### src/rtl/mem_arbiter.sv
// Two-port arbiter that runs one request at a time against a single-port word memory.
// Define MEM_ARB_FIXED_PRIO_EN to replace round-robin with fixed port-0 priority.
module mem_arbiter #(
    parameter int SIZE = 32
) (
    input  logic        clk,
    input  logic        reset,
    input  logic        p0_req_valid,
    output logic        p0_req_ready,
    input  logic        p0_req_we,
    input  logic [31:0] p0_req_addr,
    input  logic [31:0] p0_req_wdata,
    output logic        p0_rsp_valid,
    output logic [31:0] p0_rsp_rdata,
    output logic        p0_rsp_err,
    input  logic        p1_req_valid,
    output logic        p1_req_ready,
    input  logic        p1_req_we,
    input  logic [31:0] p1_req_addr,
    input  logic [31:0] p1_req_wdata,
    output logic        p1_rsp_valid,
    output logic [31:0] p1_rsp_rdata,
    output logic        p1_rsp_err,
    output logic [31:0] mem_address,
    output logic [31:0] mem_data,
    output logic        mem_w,
    output logic        mem_r,
    input  logic [31:0] mem_rdata,
    output logic        busy
);
    typedef enum logic [1:0] {
        IDLE   = 2'd0,
        ACCESS = 2'd1,
        RESP   = 2'd2
    } state_t;

    localparam logic [31:0] SIZE_W = 32'(SIZE);

    state_t      state_q, state_d;
    logic        lat_we_q;
    logic        lat_id_q;
    logic [31:0] lat_addr_q;
    logic [31:0] lat_wdata_q;
    logic [31:0] rdata_q [2];
    logic        err_q   [2];
    logic        win_id;
    logic        accept;
    logic        in_range;

`ifdef MEM_ARB_FIXED_PRIO_EN
    assign win_id = ~p0_req_valid;
`else
    logic last_grant_q;

    always_comb begin
        if (p0_req_valid && p1_req_valid) begin
            win_id = ~last_grant_q;
        end else begin
            win_id = ~p0_req_valid;
        end
    end

    always_ff @(posedge clk) begin
        if (reset) begin
            last_grant_q <= 1'b1;
        end else if (accept) begin
            last_grant_q <= win_id;
        end
    end
`endif

    // Reset blocks acceptance so nothing is latched in the reset cycle.
    assign accept   = (state_q == IDLE) && (p0_req_valid || p1_req_valid) && !reset;
    assign in_range = lat_addr_q < SIZE_W;

    always_ff @(posedge clk) begin
        if (reset) begin
            state_q     <= IDLE;
            lat_we_q    <= 1'b0;
            lat_id_q    <= 1'b0;
            lat_addr_q  <= '0;
            lat_wdata_q <= '0;
        end else begin
            state_q <= state_d;
            if (accept) begin
                lat_id_q    <= win_id;
                lat_we_q    <= win_id ? p1_req_we    : p0_req_we;
                lat_addr_q  <= win_id ? p1_req_addr  : p0_req_addr;
                lat_wdata_q <= win_id ? p1_req_wdata : p0_req_wdata;
            end
        end
    end

    always_ff @(posedge clk) begin
        if (reset) begin
            for (int i = 0; i < 2; i++) begin
                rdata_q[i] <= '0;
                err_q[i]   <= 1'b0;
            end
        end else if (state_q == ACCESS) begin
            rdata_q[lat_id_q] <= (in_range && !lat_we_q) ? mem_rdata : '0;
            err_q[lat_id_q]   <= !in_range;
        end
    end

    always_comb begin
        state_d      = state_q;
        p0_req_ready = 1'b0;
        p1_req_ready = 1'b0;
        p0_rsp_valid = 1'b0;
        p1_rsp_valid = 1'b0;
        mem_address  = '0;
        mem_data     = '0;
        mem_w        = 1'b0;
        mem_r        = 1'b0;
        case (state_q)
            IDLE: begin
                if (accept) begin
                    state_d      = ACCESS;
                    p0_req_ready = ~win_id;
                    p1_req_ready = win_id;
                end
            end
            ACCESS: begin
                state_d = RESP;
                // Gating with reset keeps an aborted write from reaching memory.
                if (in_range && !reset) begin
                    mem_address = lat_addr_q;
                    if (lat_we_q) begin
                        mem_w    = 1'b1;
                        mem_data = lat_wdata_q;
                    end else begin
                        mem_r = 1'b1;
                    end
                end
            end
            RESP: begin
                state_d = IDLE;
                if (!reset) begin
                    p0_rsp_valid = ~lat_id_q;
                    p1_rsp_valid = lat_id_q;
                end
            end
            default: state_d = IDLE;
        endcase
    end

    assign p0_rsp_rdata = rdata_q[0];
    assign p0_rsp_err   = err_q[0];
    assign p1_rsp_rdata = rdata_q[1];
    assign p1_rsp_err   = err_q[1];
    assign busy         = (state_q != IDLE);

endmodule
### config.mk
export PLATFORM = sky130hd
export DESIGN_NAME = mem_arbiter
export DESIGN_NICKNAME = d
export VERILOG_FILES = /design/src/rtl/mem_arbiter.sv
export SDC_FILE = /design/constraint.sdc
export NUM_CORES = 1
export LEC_CHECK = 0
export CORE_ASPECT_RATIO = 1.4
export CORE_MARGIN = 2
export CORE_UTILIZATION = 45
export DETAILED_ROUTE_END_ITERATION = 8
export MAX_ROUTING_LAYER = met4
export PLACE_DENSITY = 0.87
export SYNTH_ARGS = -nofsm -noshare
export SYNTH_HDL_FRONTEND = slang
export SYNTH_SLANG_ARGS = --single-unit
### constraint.sdc
create_clock -name clk -period 4.1 [get_ports clk]
set_clock_uncertainty 0.1 [all_clocks]
set_input_delay 0.615 -clock clk [delete_from_list [all_inputs] [get_ports clk]]
set_output_delay 0.615 -clock clk [all_outputs]
set_load 0.01 [all_outputs]
==> key figures <==
Run status
  – Status: finished, final reports clean

Floorplanning
  – Die ar.: 15500 um2
  – Cell Rows: 52
  – Chip height: 146 um
  – Io pins: 303
  – Initial Util: 45.5%
  – Die X: 106 um
  – Core area: 14300 um2

GRT
  – GRT Total Usage: 25.1%
  – Vias in the first global route: 5489
  – Largest net degree at the start of global routing: 66
  – Global-route wire length before repair: 29400 um
  – Initial antenna violation count: 0
  – GRT overflow: 0

Layout
  – Layout cells sized above 1: 14.9%
  – Nets: 1008
  – Synth-to-Final Area Change: 50.4%
  – Area of the multi-input gates: 2470 um2
  – Reg area: 3360 um2
  – Antenna Cells: 0
  – FILL cells: 1069

Routing
  – Wire per inst: 18.2 um
  – Via count: 5570
  – DRT Pass-1 Iters: 5
  – WL final: 19000 um
  – Via-to-Cell Ratio: 5.34
  – 1st-iter DRT viols: 265
  – DRC: 0
  – Post-route ant nets: 0

Power and ir drop
  – Lkg Pwr: 3.64 nW
  – Power per cell area: 380 nW/um2
  – Worst vdd ir: 0.219 mV

Synth
  – Simple-Gate Fraction of Synth Area: 25.1%
  – Top-area cell type share of the netlist area: 30.4%
  – Post-synth EDFFs: 66
  – Synth Flop Type: dfxtp_1
  – Synth area leader: edfxtp_1
  – Register area share after synthesis: 51.6%
  – Yosys warning count: 0
  – Synth Area in Adders: 0%
  – Ranking of synthesized cells by area: edfxtp_1 (30%), dfxtp_1 (21%), nor3_2 (11%), a221o_1 (7.7%), and3_1 (4.8%)
  – Mux contribution to synthesized area: 0%
  – Cells after synthesis: 591
  – Leading cell type by number of instances after synthesis: inv_1
  – Area fraction in compound gates after synthesis: 11.0%
  – Flops & latches, synth: 135
  – Largest family of logic cells by synthesized area: simple AND/OR/NAND/NOR gates
  – Post-synthesis xor/xnor area fraction: 0%
  – Mean area per synthesized cell: 11.0 um2
  – Ys async rst share: 0%
  – Count of cell types in the netlist: 41
  – Synth top cells by count: inv_1 (70), dfxtp_1 (69), nor3_2 (69)
  – Synth Cell Area: 6510 um2

STA
  – Setup Viol. Count Final: 0
  – Worst Max-Slew Pin Slew: 1030 ps
  – Final worst-path cycle share: 86.5%
  – Fmax: 0.282 GHz
  – Crit path time final: 3550 ps
  – Hold Violations, Final: 0
  – Setup ws final: 552 ps
  – Fin Setup TNS: 0 ps
  – RSZ-0062 raised after global routing: false
  – Rel. slew slack: 30.8%
  – Slew Viols, Final: 0

Setup path
  – Critical-path cell list: nor4_2, nand4_1, nor3_1, clkdlybuf4s50_1
  – Reg-to-reg endpoint: lat_addr_q[15]
  – Crit end category: output port
  – Worst r2r src: state_q[1]
  – Buf/Inv on CP: 1
  – Reg2Reg Depth: 5
  – CP top delay family: simple AND/OR/NAND/NOR gates
  – Worst EP arrival: 2830 ps
  – CP max stage cell: clkdlybuf4s50_1
  – Slowest stage delay, CP: 620 ps
  – CP Max Fanout: 6
  – R2r setup slk: 1800 ps
  – CP Class: flop to output port
  – Crit path launch type: flop
  – Required time of the critical path: 3380 ps

Clock network
  – Hold-fix buffers, CTS: 0
  – CTS buffer count: 17
  – Worst skew pair latency: 410 ps
  – Postcts setup bufs: 0
  – CTS sink count: 135
  – Post_cts resized: 0
  – CTS tree: done
  – Clk slew on worst S/H paths: 60 ps
  – Clk buf depth: 2
  – CTS root buffer: clkbuf_16
  – CTS H-tree depth: 4

Placement
  – Port Buffers: 275
  – Dpl hpwl: 13300 um
  – GPL Wtd Cong: 0.843
  – Pre-CTS worst setup slack: 686 ps

Worst hold path
  – Worst Hold End: lat_wdata_q[3]
  – Worst hold path type: flop to flop
  – Min-delay src: lat_wdata_q[3]
  – Hold path depth: 1

Job
  – Max-Cap Viols: 0
layer usage:
layer / up-vias / global-route usage [%] / share of wire (%)
met5: - / - / 0
met4: 0 / 10.3 / 3.7
met3: 48 / 5.49 / 6.6
met2: 266 / 42.7 / 51
met1: 2630 / 28.4 / 39
li1: 2626 / - / -
sequential cells by signal (all words and copies together) (netlist names):
register,cells
last_grant_q,1
lat_addr_q,32
lat_we_q,1
err_q,2
lat_id_q,1
state_q,2
lat_wdata_q,32
rdata_q,64
worst max-delay path by stage:
stage                   start            to  depth (start not counted)
2_1_floorplan           reset  mem_data[10]                          5
3_3_place_gp            reset         mem_r                          5
3_5_place_dp            reset         mem_r                          5
4_1_cts        lat_addr_q[31]         mem_r                          4
5_1_grt        lat_addr_q[31]         mem_r                          4
6_report       lat_addr_q[31]         mem_r                          4
final cells by class:
cell class | instances | area share, %
inverter | 71 | 2.75
clock inverter | 14 | 1.77
sequential | 135 | 34.3
multi-input combinational | 330 | 25.2
clock buffer | 18 | 4.38
tap | 189 | 2.41
timing repair buffer | 287 | 29.1
logic make-up (layout without fill, tap and decap cells):
group           Yosys count  after routing
compound gates           86             86
buf+inv                 152            390
flops                   135            135
other cells               1             27
simple gates            217            217
where the power goes:
part	leakage, nW	switching [mW]	total, mW	internal [mW]
clock network	0.295	0.591	1.55	0.962
registers	1.25	0.0557	1.57	1.51
logic	2.09	0.304	0.600	0.296
metrics by stage:
stage / power [mW] / hold slack [ps] / instances / utilization, % / area (um2)
final: 3.72 / 390 / 1044 / 68.5 / 9800
after global routing: 3.85 / 404 / 1044 / 68.5 / 9800
after floorplan: 1.91 / 355 / 617 / - / 6610
after CTS: 3.75 / 390 / 1044 / 68.5 / 9800
after detailed placement: 2.19 / 369 / 1012 / 64.2 / 9200
after global placement: 2.19 / 369 / 1012 / 64.2 / 9200
placed cells by master (no fill, tap or decap), types with 15 or more instances in the layout:
master and instances:
a221o_1 50, nor3_1 36, nand3_1 15, conb_1 27
dfxtp_1 69, and3_1 50, edfxtp_1 66, o21ai_0 15
inv_1 70, clkdlybuf4s50_1 275, clkbuf_16 17, a31oi_1 15
nor3_2 69, nand4_1 19
Power figures use the tool's default switching activity.
